[src/rtl/imem_loader_if.sv]
// Bus bundle between the UART-fed loader and its environment.
// It carries the load request, the received byte strobe, the instruction
// memory write port and the load status outputs.
interface imem_loader_if #(
   parameter int ADDR_WIDTH = 8
);
   logic                  start;
   logic                  rx_valid;
   logic [7:0]            rx_data;
   logic                  mem_we;
   logic [ADDR_WIDTH-1:0] mem_addr;
   logic [7:0]            mem_wdata;
   logic                  busy;
   logic                  done;
   logic [1:0]            error;
   logic                  cpu_reset;

   // Environment side: issues requests and bytes, observes memory writes and status.
   modport master (
      output start, rx_valid, rx_data,
      input  mem_we, mem_addr, mem_wdata, busy, done, error, cpu_reset
   );

   // Loader side.
   modport slave (
      input  start, rx_valid, rx_data,
      output mem_we, mem_addr, mem_wdata, busy, done, error, cpu_reset
   );
endinterface

[src/rtl/imem_loader.sv]
// Instruction memory loader.
// Frames a UART byte stream as LEN_LO, LEN_HI, payload, XOR checksum.
// Writes the payload to consecutive byte addresses starting at 0.
// Keeps the core in reset while a load is running or after a failed load.
module imem_loader #(
   parameter int ADDR_WIDTH     = 8,
   parameter int TIMEOUT_CYCLES = 1_000_000
) (
   input  logic           clk,
   input  logic           reset,
   imem_loader_if.slave   bus
);

   localparam int              MEM_BYTES    = 1 << ADDR_WIDTH;
   localparam logic [16:0]     MEM_BYTES_17 = 17'(MEM_BYTES);
   localparam int              TW           = (TIMEOUT_CYCLES > 2) ? $clog2(TIMEOUT_CYCLES) : 1;
   localparam logic [TW-1:0]   TMO_LAST     = TW'(TIMEOUT_CYCLES - 1);

   localparam logic [1:0] ERR_NONE = 2'd0;
   localparam logic [1:0] ERR_LEN  = 2'd1;
   localparam logic [1:0] ERR_CHK  = 2'd2;
   localparam logic [1:0] ERR_TMO  = 2'd3;

   typedef enum logic [2:0] {
      S_IDLE   = 3'd0,
      S_LEN_LO = 3'd1,
      S_LEN_HI = 3'd2,
      S_DATA   = 3'd3,
      S_CHECK  = 3'd4,
      S_DONE   = 3'd5,
      S_ERROR  = 3'd6
   } state_t;

   state_t                state_r, state_s;
   logic [15:0]           len_r, len_s;
   logic [15:0]           count_r, count_s;
   logic [7:0]            chk_r, chk_s;
   logic [TW-1:0]         tmo_r, tmo_s;
   logic                  mem_we_r, mem_we_s;
   logic [ADDR_WIDTH-1:0] mem_addr_r, mem_addr_s;
   logic [7:0]            mem_wdata_r, mem_wdata_s;
   logic [1:0]            error_r, error_s;
   logic                  busy_r, busy_s;
   logic                  done_r;
   logic                  cpu_reset_r;
   logic [15:0]           len_full_s;
   logic                  timeout_s;

   assign bus.mem_we    = mem_we_r;
   assign bus.mem_addr  = mem_addr_r;
   assign bus.mem_wdata = mem_wdata_r;
   assign bus.busy      = busy_r;
   assign bus.done      = done_r;
   assign bus.error     = error_r;
   assign bus.cpu_reset = cpu_reset_r;

   // Next-state, datapath updates and the timeout watchdog for the load sequence.
   always_comb begin
      state_s     = state_r;
      len_s       = len_r;
      count_s     = count_r;
      chk_s       = chk_r;
      tmo_s       = tmo_r;
      mem_we_s    = 1'b0;
      mem_addr_s  = mem_addr_r;
      mem_wdata_s = mem_wdata_r;
      error_s     = error_r;
      len_full_s  = {bus.rx_data, len_r[7:0]};
      timeout_s   = (tmo_r == TMO_LAST);

      case (state_r)
         S_IDLE, S_DONE, S_ERROR: begin
            // A byte arriving with start is dropped, not taken as LEN_LO.
            if (bus.start) begin
               state_s = S_LEN_LO;
               error_s = ERR_NONE;
               tmo_s   = '0;
            end else begin
               state_s = state_r;
            end
         end
         S_LEN_LO: begin
            if (bus.rx_valid) begin
               len_s   = {8'h00, bus.rx_data};
               tmo_s   = '0;
               state_s = S_LEN_HI;
            end else if (timeout_s) begin
               state_s = S_ERROR;
               error_s = ERR_TMO;
            end else begin
               tmo_s = tmo_r + TW'(1);
            end
         end
         S_LEN_HI: begin
            if (bus.rx_valid) begin
               len_s   = len_full_s;
               tmo_s   = '0;
               // Cleared for the empty frame too, whose checksum is the 8'h00 seed.
               count_s = 16'd0;
               chk_s   = 8'h00;
               if ({1'b0, len_full_s} > MEM_BYTES_17) begin
                  state_s = S_ERROR;
                  error_s = ERR_LEN;
               end else if (len_full_s == 16'd0) begin
                  state_s = S_CHECK;
               end else begin
                  state_s = S_DATA;
               end
            end else if (timeout_s) begin
               state_s = S_ERROR;
               error_s = ERR_TMO;
            end else begin
               tmo_s = tmo_r + TW'(1);
            end
         end
         S_DATA: begin
            if (bus.rx_valid) begin
               mem_we_s    = 1'b1;
               mem_addr_s  = count_r[ADDR_WIDTH-1:0];
               mem_wdata_s = bus.rx_data;
               chk_s       = chk_r ^ bus.rx_data;
               count_s     = count_r + 16'd1;
               tmo_s       = '0;
               if (count_r == (len_r - 16'd1)) begin
                  state_s = S_CHECK;
               end else begin
                  state_s = S_DATA;
               end
            end else if (timeout_s) begin
               state_s = S_ERROR;
               error_s = ERR_TMO;
            end else begin
               tmo_s = tmo_r + TW'(1);
            end
         end
         S_CHECK: begin
            if (bus.rx_valid) begin
               tmo_s = '0;
               if (bus.rx_data == chk_r) begin
                  state_s = S_DONE;
                  error_s = ERR_NONE;
               end else begin
                  state_s = S_ERROR;
                  error_s = ERR_CHK;
               end
            end else if (timeout_s) begin
               state_s = S_ERROR;
               error_s = ERR_TMO;
            end else begin
               tmo_s = tmo_r + TW'(1);
            end
         end
         default: begin
            state_s = S_IDLE;
         end
      endcase

      busy_s = (state_s == S_LEN_LO) || (state_s == S_LEN_HI) ||
               (state_s == S_DATA)   || (state_s == S_CHECK);
   end

   // State, datapath and output registers; status outputs follow the next state.
   always_ff @(posedge clk) begin
      if (reset) begin
         state_r     <= S_IDLE;
         len_r       <= 16'd0;
         count_r     <= 16'd0;
         chk_r       <= 8'h00;
         tmo_r       <= '0;
         mem_we_r    <= 1'b0;
         mem_addr_r  <= '0;
         mem_wdata_r <= 8'h00;
         error_r     <= ERR_NONE;
         busy_r      <= 1'b0;
         done_r      <= 1'b0;
         cpu_reset_r <= 1'b0;
      end else begin
         state_r     <= state_s;
         len_r       <= len_s;
         count_r     <= count_s;
         chk_r       <= chk_s;
         tmo_r       <= tmo_s;
         mem_we_r    <= mem_we_s;
         mem_addr_r  <= mem_addr_s;
         mem_wdata_r <= mem_wdata_s;
         error_r     <= error_s;
         busy_r      <= busy_s;
         done_r      <= (state_s == S_DONE);
         cpu_reset_r <= busy_s || (state_s == S_ERROR);
      end
   end

endmodule

[src/flat_wrapper.sv]
// flat-port wrapper written by rule: the top's interface ports become plain ports
module imem_loader_flat 
#(
   parameter int ADDR_WIDTH     = 8,
   parameter int TIMEOUT_CYCLES = 1_000_000
)
  (clk, reset, bus_start, bus_rx_valid, bus_rx_data, bus_mem_we, bus_mem_addr, bus_mem_wdata, bus_busy, bus_done, bus_error, bus_cpu_reset);
  imem_loader_if #(.ADDR_WIDTH(ADDR_WIDTH)) bus_i ();
  input  logic clk;
  input  logic reset;
  input wire logic [$bits(bus_i.start)-1:0] bus_start;
  input wire logic [$bits(bus_i.rx_valid)-1:0] bus_rx_valid;
  input wire logic [$bits(bus_i.rx_data)-1:0] bus_rx_data;
  output wire logic [$bits(bus_i.mem_we)-1:0] bus_mem_we;
  output wire logic [$bits(bus_i.mem_addr)-1:0] bus_mem_addr;
  output wire logic [$bits(bus_i.mem_wdata)-1:0] bus_mem_wdata;
  output wire logic [$bits(bus_i.busy)-1:0] bus_busy;
  output wire logic [$bits(bus_i.done)-1:0] bus_done;
  output wire logic [$bits(bus_i.error)-1:0] bus_error;
  output wire logic [$bits(bus_i.cpu_reset)-1:0] bus_cpu_reset;
  assign bus_i.start = bus_start;
  assign bus_i.rx_valid = bus_rx_valid;
  assign bus_i.rx_data = bus_rx_data;
  assign bus_mem_we = bus_i.mem_we;
  assign bus_mem_addr = bus_i.mem_addr;
  assign bus_mem_wdata = bus_i.mem_wdata;
  assign bus_busy = bus_i.busy;
  assign bus_done = bus_i.done;
  assign bus_error = bus_i.error;
  assign bus_cpu_reset = bus_i.cpu_reset;
  imem_loader #(.ADDR_WIDTH(ADDR_WIDTH), .TIMEOUT_CYCLES(TIMEOUT_CYCLES)) u_core (.clk(clk), .reset(reset), .bus(bus_i));
endmodule
[config.mk]
export PLATFORM = sky130hd
export DESIGN_NAME = imem_loader_flat
export DESIGN_NICKNAME = d
export VERILOG_FILES = /design/src/rtl/imem_loader_if.sv /design/src/rtl/imem_loader.sv /design/src/flat_wrapper.sv
export SDC_FILE = /design/constraint.sdc
export NUM_CORES = 1
export LEC_CHECK = 0
export ABC_AREA = 1
export BUFFER_PORTS_ARGS = -buffer_cell sky130_fd_sc_hd__buf_2
export CAP_MARGIN = 20
export CORE_UTILIZATION = 45
export CTS_CLUSTER_DIAMETER = 100
export DETAILED_ROUTE_END_ITERATION = 12
export GPL_TIMING_DRIVEN = 0
export PLACE_DENSITY = 0.65
export REMOVE_ABC_BUFFERS = 1
export SYNTH_ARGS = -nofsm -noshare
export SYNTH_HDL_FRONTEND = slang
export SYNTH_SLANG_ARGS = --single-unit
[constraint.sdc]
create_clock -name clk -period 2.75 [get_ports clk]
set_input_delay 0 -clock clk [delete_from_list [all_inputs] [get_ports clk]]
set_output_delay 0 -clock clk [all_outputs]
set_load 0.005 [all_outputs]
# [Word level (Yosys, flattened, before mapping)]
# Index checks and enable logic that the tools add are counted.
[classes] addsub=3 n_lt_le_gt_ge=1 n_mux=33 n_reduce_logical=20 eq_ne=22 bitwise=3
[ops] operator="two-way mux 16 bit" count=4
[ops] operator="case mux 16 bit (2 select lines)" count=2
[ops] operator="two-way mux 20 bit" count=3
[ops] operator="case mux 20 bit (2 select lines)" count=1
[ops] operator="two-way mux 3 bit" count=9
[ops] operator="adder 20 x 1 -> 20 bit, second input constant" count=1
[ops] operator="equality test 20 bit, second input constant" count=1
[ops] operator="equality test 3 bit, second input constant" count=6
[ops] operator="adder 16 x 1 -> 16 bit, second input constant" count=1
[ops] operator="equality test 16 bit" count=1
[ops] operator="> comparator 16 x 9 -> 1 bit, second input constant" count=1
[ops] operator="zero test 16 bit" count=1
[ops] operator="two-way mux 2 bit" count=8
[ops] operator="two-way mux 8 bit" count=2
[ops] operator="case mux 8 bit (2 select lines)" count=1
[ops] operator="subtractor 16 x 1 -> 16 bit, second input constant" count=1
[ops] operator="case mux 3 bit (5 select lines)" count=1
[ops] operator="equality test 3 x 2 -> 1 bit, second input constant" count=4
[ops] operator="AND reduction 3 bit" count=4
[ops] operator="!= test 2 bit, second input constant" count=5
[ops] operator="equality test 8 bit" count=1
[ops] operator="case mux 2 bit (4 select lines)" count=1
[ops] operator="bitwise XOR 8 bit" count=1
[ops] operator="equality test 3 x 1 -> 1 bit, second input constant" count=2
[ops] operator="other kinds (13)" count=20
[totals] out_inout_bits=22 wordCells=95 inputBits=12 register_bits=85

# [Depth between registers and ports, before layout]
# Gate-level depths: netlist of the first run.
[depth] depth_word=10 ltp_mapped=19 depth_no_buf=19

# [Worst setup path after synthesis of the first run]
# Ideal clock, no wire load.
[synth_timing] path_kind="register to register" from="reg u_core.len_r[0]" to="reg u_core.cpu_reset_r (netlist: u_core.bus.cpu_reset)" slack_ns=0.787 path_buffers=0 period_less_slack_ns=1.963 setup_ns=0.071 t_required_ns=2.679 t_arrival_ns=1.892 path_stages_with_launch=18 cell_sequence="dfxtp_1 -> inv_1 -> ha_1 -> nand2_2 -> nor2_4 -> nand2_1 -> nand2_1 -> nand3_1 -> nor2_1 -> nand2_1 -> nor2_1 -> nand2_1 -> nand2_1 -> nand2_1 -> nand2_1 -> and2_1 -> nand2_1 -> a21oi_1"
[synth_via] elab_chain_len=10 word_cells_on_any_way=19 classes_between="1 x add/sub; 1 x order compare; 6 x eq/ne; 6 x mux; 5 x reduce/logical"
[synth_rtl] item="start, declared" line="imem_loader.sv:35" rtl="logic [15:0] len_r, len_s;"
[synth_rtl] item="start signal, assigned" line="imem_loader.sv:179" rtl="len_r <= len_s;"
[synth_rtl] item="subtractor 16 x 1 -> 16 bit or zero test 16 bit (tied branches)" line="imem_loader.sv:124, imem_loader.sv:104"
[synth_rtl] item="equality test 16 bit or two-way mux 3 bit (tied branches)" line="imem_loader.sv:124, imem_loader.sv:104"
[synth_rtl] item="two-way mux 3 bit, on equally long branches" line="imem_loader.sv:124, imem_loader.sv:101"
[synth_rtl] item="two-way mux 3 bit, on equally long branches" line="imem_loader.sv:117, imem_loader.sv:95"
[synth_rtl] item="case mux 3 bit (5 select lines) *" line="imem_loader.sv:71" rtl="case (state_r)"
[synth_rtl] item="equality test 3 x 1 -> 1 bit or equality test 3 x 2 -> 1 bit (tied branches)" line="imem_loader.sv:158" rtl="busy_s = (state_s == S_LEN_LO) || (state_s == S_LEN_HI) ||"
[synth_rtl] item="logical OR 1 bit (2 in a row)" line="imem_loader.sv:158"
[synth_rtl] item="logical OR 1 bit" line="imem_loader.sv:159" rtl="(state_s == S_DATA) || (state_s == S_CHECK);"
[synth_rtl] item="logical OR 1 bit *" line="imem_loader.sv:189" rtl="cpu_reset_r <= busy_s || (state_s == S_ERROR);"
[synth_rtl] item="end signal, assigned" line="imem_loader.sv:189"
[synth_rtl] item="end, declared" line="imem_loader.sv:45" rtl="logic cpu_reset_r;"
# Every way passes the cells marked *; elsewhere a longest branch is shown, timed or not.
# A chain may end at the register's enable or synchronous reset.

# [Worst setup path after layout of the first run]
# Ends and elaborated chain as after synthesis.

==> run metrics, run 1 <==
cell row count 36; ant diodes 0; Area growth syn-to-layout 11.5%; Fin. Hold Viols 0; vias in the first global route 3998; adder-cell share of the synthesized area 0.814%; CTS tree done; met1 usage 29.4%; CP Class flip-flop to flip-flop; Final ANT Viol Nets 0; slowest CP cell dfxtp_1; GR Util met2 36.6%; Clock Latency Late Sink 0.36 ns; outcome finished, final reports clean; Synth Area in XOR/XNOR 3.34%; IO Count 34; post-DR vias/cell 5.22; Placer Congestion 0.852; GRT Max-Usage Layer met2; CP max FO 5; largest net degree at the start of global routing 38; Die Y 103 um; Synth Warn # 0; post-synth cell types 52; met3 GRT Util 4.30%; fillers 974; number of synthesized register bits 85; proportion of synthesized area in mux cells 0%; count leader, synth nand2_1; RSZ-0062 raised after global routing false; CP startpoint kind flip-flop; Starting Density 46.7%; cell area after synthesis 0.00461 mm^2; IO Port Bufs 33; CP dominant cell by count nand2_1; final setup fails 0; Critical Path RT 3.03 ns; fin. max-slew vios 0; synth cell count leaders nand2_1, dfxtp_1, inv_1; Layout Skew 0.0129 ns; Congestion Overflow GR 0; Nets 715; Max-Cap Viols 0; first-pass GRT wire length 18500 um; Area contributors post-synth dfxtp_1, nand2_1, a21oi_1; synthesized area per cell 6.96 um^2; Max-slew headroom 50.4%; register clock-pin slew on the reported worst setup and hold paths 0.09 ns; HP Class input pin to flip-flop; sequential-to-total area share from yosys stat 36.9%; vias after detailed routing 4372; main combinational cell family by area after synthesis simple AND/OR/NAND/NOR gates; drt wl/cell 13.2 um; CP Buf/Inv Count 1; EDFF count, synth 0; # DRC 0; Crit path arrival time 2.78 ns; PwrDens 541 mW/mm^2; Max Root-Sink Buffers 2; clock sinks 85; Synth Area in Compound Gates 16.7%; H-tree depth 3; share of cells above drive strength 1 13.6%; Max Fclk 0.401 GHz; Worst-Margin Slew 0.741 ns; initial antenna violation count 0; crit-path cells inv_1, ha_2, nand2_2, nor2_4, nand2_1, nand2_1, nand3_1, nor2_1, nand2_1, nor2_1, nand2_1, nand2_1, nand2_1, nand2_1, and2_1, nand2_1, a21oi_1; Final Cycle Share 90.8%; Post-Synthesis Cells 662; DRT Pass-1 Iters 7; Critical Path Max Stage Delay 0.34 ns; Crit path max-delay family simple AND/OR/NAND/NOR gates; fin util 52.1%; Post-Synth Simple-Gate Area 33.3%; Num CTS Buffers 9; Leak Pwr 2.20 nW; root buf cell clkbuf_8; async set-reset flop share out of synthesis 0%; setup_tns 0 ns; VDD IR-drop max 353 uV; die width 103 um; Core Region 0.00986 mm^2; final wirelength 11000 um; drt initial violations 225; Min Clock Period, post-route 2.50 ns; Synth Flop Type dfxtp_1; Synth top area share 36.9%; Tot GR Track Use 22.6%; dominant cell type by area after synthesis dfxtp_1; hpwl dp 8190 um; die area 0.0107 mm^2; Critical Path Sink Type flip-flop
## layout by cell type, fill, tap and decap left out, types with 4 or more instances in the layout
| cell type | Yosys | layout |
|---|---|---|
| dfxtp_1 | 85 | 85 |
| o21ai_0 | 45 | 45 |
| nand3_2 | 5 | 5 |
| nand4_1 | 9 | 9 |
| nor3_1 | 19 | 19 |
| dlygate4sd3_1 | 0 | 7 |
| a211oi_1 | 11 | 11 |
| nor2_1 | 76 | 76 |
| xor2_1 | 7 | 7 |
| inv_2 | 7 | 7 |
| inv_1 | 78 | 78 |
| clkbuf_8 | 0 | 11 |
| buf_2 | 1 | 33 |
| nand2_2 | 4 | 4 |
| nand2_1 | 126 | 126 |
| nand3_1 | 45 | 45 |
| a21oi_1 | 60 | 60 |
| nor2_4 | 5 | 5 |
| xnor2_1 | 8 | 8 |
| nor2_2 | 5 | 5 |
| or2_2 | 4 | 4 |
## repair_timing
item / 4_1_cts / 5_1_grt
hold buffers: 7 / 0
setup buffers: 0 / 2
resized for setup: 0 / 1
hold endpoints to repair: 15 / 0
endpoints found under the setup margin: 0 / 4
## sequential cells by signal (all words and copies together), names as in the netlist
register,count
u_core.bus.error,2
u_core.tmo_r,20
u_core.bus.mem_we,1
u_core.bus.cpu_reset,1
u_core.bus.mem_addr,8
u_core.bus.busy,1
u_core.count_r,16
u_core.chk_r,8
u_core.len_r,16
u_core.bus.mem_wdata,8
u_core.bus.done,1
u_core.state_r,3
## layout make-up
| class | instances | area [um^2] | share of cell area, % |
|---|---|---|---|
| clock buffer | 13 | 159 | 3.09 |
| clock inverter | 3 | 20.0 | 0.390 |
| inverter | 90 | 342 | 6.65 |
| multi-input combinational | 472 | 2500 | 48.6 |
| sequential | 85 | 1700 | 33.1 |
| tap | 133 | 166 | 3.24 |
| timing repair buffer | 42 | 250 | 4.87 |
## per-stage QoR
| stage | area, um^2 | std cells | total power, mW | hold slack (ns) | setup WS (ns) |
|---|---|---|---|---|---|
| global placement | 4870 | 813 | 1.93 | 0.342 | 0.277 |
| floorplan | 4540 | 647 | 1.79 | 0.0691 | 0.788 |
| detailed placement | 4870 | 813 | 1.94 | 0.353 | 0.190 |
| global route | 5140 | 838 | 2.94 | 0.0126 | 0.0265 |
| CTS | 5120 | 836 | 2.77 | 0.0105 | 0.150 |
| finish | 5140 | 838 | 2.78 | 0.0301 | 0.254 |
## tightest hold or removal path: stages
cell,delay [ns]
buf_2,0.14
a21oi_1,0.16
a211oi_1,0.06
## per-layer routing
metal / routed length [um] / vias up
met2: 5110 / 93
met4: 258 / 0
met5: 0 / -
li1: - / 2264
met3: 465 / 24
met1: 5190 / 1991
## worst paths after layout
| check | from | to | slack (ns) | cells after the start |
|---|---|---|---|---|
| worst max-delay path | u_core.len_r[0] | u_core.bus.cpu_reset | 0.25 | 17 |
| worst min-delay path | bus_rx_data[7] | u_core.len_r[7] | 0.03 | 3 |
| worst max register to register | u_core.len_r[0] | u_core.bus.cpu_reset | 0.25 | 17 |
| worst min register to register | u_core.bus.error[0] | u_core.bus.error[0] | 0.48 | 2 |
## kinds of logic (layout without fill, tap and decap cells)
family / Yosys count / count (layout)
xor gates and xnor gates: 16 / 16
and+or+nand+nor: 317 / 317
DFF: 85 / 85
AOI/OAI and AO/OA: 136 / 136
buffers and inverters: 105 / 148
adders and majority gates: 3 / 3
## power by group
group	internal (mW)	switching [mW]	total, mW
sequential	1.27	0.0324	1.30
combinational	0.225	0.418	0.643
clock	0.377	0.457	0.834
(Power assumes the default switching activity.)
==> run 2, diff against run 1 <==
Settings changed: CTS_CLUSTER_DIAMETER 100 to 120, PLACE_DENSITY 0.65 to 0.7.
Clock period 2.75 ns to 2.9 ns, I/O delays scaled along.
==> run metrics, run 2 (same netlist as run 1, synthesis figures left out) <==
outcome finished, final reports clean (unchanged); Starting Density 46.7% (unchanged); Critical Path Sink Type flip-flop (unchanged); CP startpoint kind flip-flop (unchanged); Clock power frac 32.4% (was 30.0%); initial antenna violation count 0 (unchanged); dpl cells 813 (unchanged); placed cell area 0.00487 mm^2 (unchanged); Critical Path Max Stage Delay 0.34 ns (about the same); Largest register FFs 20 (unchanged); root buf cell clkbuf_8 (unchanged); CP Class flip-flop to flip-flop (unchanged); Final Cycle Share 88.9% (was 90.8%); switching part of the total power 32.4% (was 32.6%); largest net degree at the start of global routing 38 (unchanged); Clock Latency Late Sink 0.37 ns (was 0.36 ns); Max Fclk 0.388 GHz (was 0.401 GHz); die width 103 um (unchanged); # DRC 0 (unchanged); cell row count 36 (unchanged); Max-slew headroom 45.8% (was 50.4%); post-DR vias/cell 5.22 (about the same); CTS tree done (unchanged); drt initial violations 226 (was 225); drt wl/cell 13.0 um (was 13.2 um); Placer Congestion 0.904 (was 0.852); IO Port Bufs 33 (unchanged); cts hold-fix bufs 8 (was 7); commonest non-fill, non-tap cell in the layout nand2_1 (unchanged); cts repair resizes 0 (unchanged); HP Class input pin to flip-flop (unchanged); Int Pwr 1.83 mW (was 1.87 mW); NetSw 0.875 mW (was 0.907 mW); share of cells above drive strength 1 13.4% (was 13.6%); die area 0.0107 mm^2 (unchanged); Leak Pwr 2.20 nW (about the same); number of post-CTS setup repair buffers 0 (unchanged); VDD IR-drop max 243 uV (was 353 uV); ant diodes 0 (unchanged); CP dominant cell by count nand2_1 (unchanged); Tot GR Track Use 22.3% (was 22.6%); vias after detailed routing 4371 (was 4372); Num CTS Buffers 9 (unchanged); Die Y 103 um (unchanged); worst setup margin 0.322 ns (was 0.254 ns); PwrDens 524 mW/mm^2 (was 541 mW/mm^2); Nets 714 (was 715); fin. max-slew vios 0 (unchanged); Worst-Margin Slew 0.810 ns (was 0.741 ns); r2r setup slk 0.32 ns (was 0.25 ns); fillers 966 (was 974); RSZ-0062 raised after global routing false (unchanged); vias in the first global route 3950 (was 3998); sequential share of power 45.7% (was 46.8%); Area growth syn-to-layout 11.8% (was 11.5%); Critical Path RT 3.19 ns (was 3.03 ns); crit-path cells inv_1, ha_1, nand2_2, nor2_4, nand2_1, nand2_1, nand3_1, nor2_1, nand2_1, nor2_1, nand2_1, nand2_1, nand2_1, nand2_1, and2_1, nand2_1, a21oi_1 (was inv_1, ha_2, nand2_2, nor2_4, nand2_1, nand2_1, nand3_1, nor2_1, nand2_1, nor2_1, nand2_1, nand2_1, nand2_1, nand2_1, and2_1, nand2_1, a21oi_1); H-tree depth 3 (unchanged); final setup fails 0 (unchanged); post-route insts no fill 837 (was 838); Max-Cap Viols 0 (unchanged); register clock-pin slew on the reported worst setup and hold paths 0.09 ns (about the same); clock sinks 85 (unchanged); fin util 52.2% (was 52.1%); Max Root-Sink Buffers 2 (unchanged); Core Region 0.00986 mm^2 (unchanged); DRT Pass-1 Iters 4 (was 7); Layout Skew 0.0106 ns (was 0.0129 ns); Crit path arrival time 2.86 ns (was 2.78 ns); Congestion Overflow GR 0 (unchanged); final wirelength 10900 um (was 11000 um); Min Clock Period, post-route 2.58 ns (was 2.50 ns); Final ANT Viol Nets 0 (unchanged); slowest CP cell dfxtp_1 (unchanged); IO Count 34 (unchanged); CP max FO 10 (was 5); most frequent cells in the layout nand2_1, dfxtp_1, inv_1 (unchanged); Fin. Hold Viols 0 (unchanged); hpwl dp 7990 um (was 8190 um); Biggest register u_core.tmo_r (unchanged); pre-CTS setup slack 0.365 ns (was 0.190 ns); Comb power frac 21.9% (was 23.1%); setup_tns 0 ns (unchanged); design area 0.00515 mm^2 (was 0.00514 mm^2); first-pass GRT wire length 18300 um (was 18500 um); biggest regs u_core.tmo_r: 20 flops, u_core.count_r: 16 flops, u_core.len_r: 16 flops (unchanged)
==> run 2: changes by cell type in the layout (fill, tap and decap cells not counted), sizes merged <==
cell,delta
bufinv,+1
clkbuf,-2
buf,-2
inv,+1
dlygate4sd3,+1
==> run 2: layer usage <==
metal | GRT usage [%] | vias to the layer above | share of wire (%)
met5 | 0 | - | 0
met4 | 8.78 | 0 | 2.0
met3 | 3.90 | 17 | 4.6
met2 | 36.4 | 90 | 46
met1 | 29.3 | 2006 | 47
li1 | - | 2258 | -
==> run 2: layout make-up <==
class / instances / area, um^2 / area share, %
clock buffer: 11 / 141 / 2.74
clock inverter: 5 / 58.8 / 1.14
inverter: 90 / 342 / 6.63
multi-input combinational: 472 / 2500 / 48.5
sequential: 85 / 1700 / 33.0
tap: 133 / 166 / 3.23
timing repair buffer: 41 / 245 / 4.76
==> run 2: worst paths after layout <==
kind / to / depth (start not counted) / start
hold reg to reg: u_core.tmo_r[3] / 1 / u_core.tmo_r[3]
hold / removal: u_core.tmo_r[19] / 4 / bus_rx_valid
setup reg to reg: u_core.bus.cpu_reset / 17 / u_core.len_r[0]
setup / recovery: u_core.bus.cpu_reset / 17 / u_core.len_r[0]
==> run 2: worst max-delay path, delay by kind of cell, from the launching register on <==
kind,cells,cell delay [ns]
AND/OR/NAND/NOR,14,1.57
flip-flops,1,0.34
adder cells (fa/ha/maj),1,0.27
buffers and inverters,1,0.16
AO/OA/AOI/OAI,1,0.15
==> run 2: power groups by stage <==
stage	combinational, mW	clock (mW)	sequential [mW]
2_1_floorplan	0.439	0	1.26
3_3_place_gp	0.569	0	1.26
3_5_place_dp	0.581	0	1.26
4_1_cts	0.591	0.894	1.23
5_1_grt	0.673	0.934	1.24
6_report	0.591	0.876	1.23
==> run 2: metrics by stage <==
step	total power, mW	hold slack (ns)
2_1_floorplan	1.69	0.0691
3_3_place_gp	1.83	0.346
3_5_place_dp	1.84	0.337
4_1_cts	2.72	0.0545
5_1_grt	2.85	0.104
6_report	2.70	0.0745
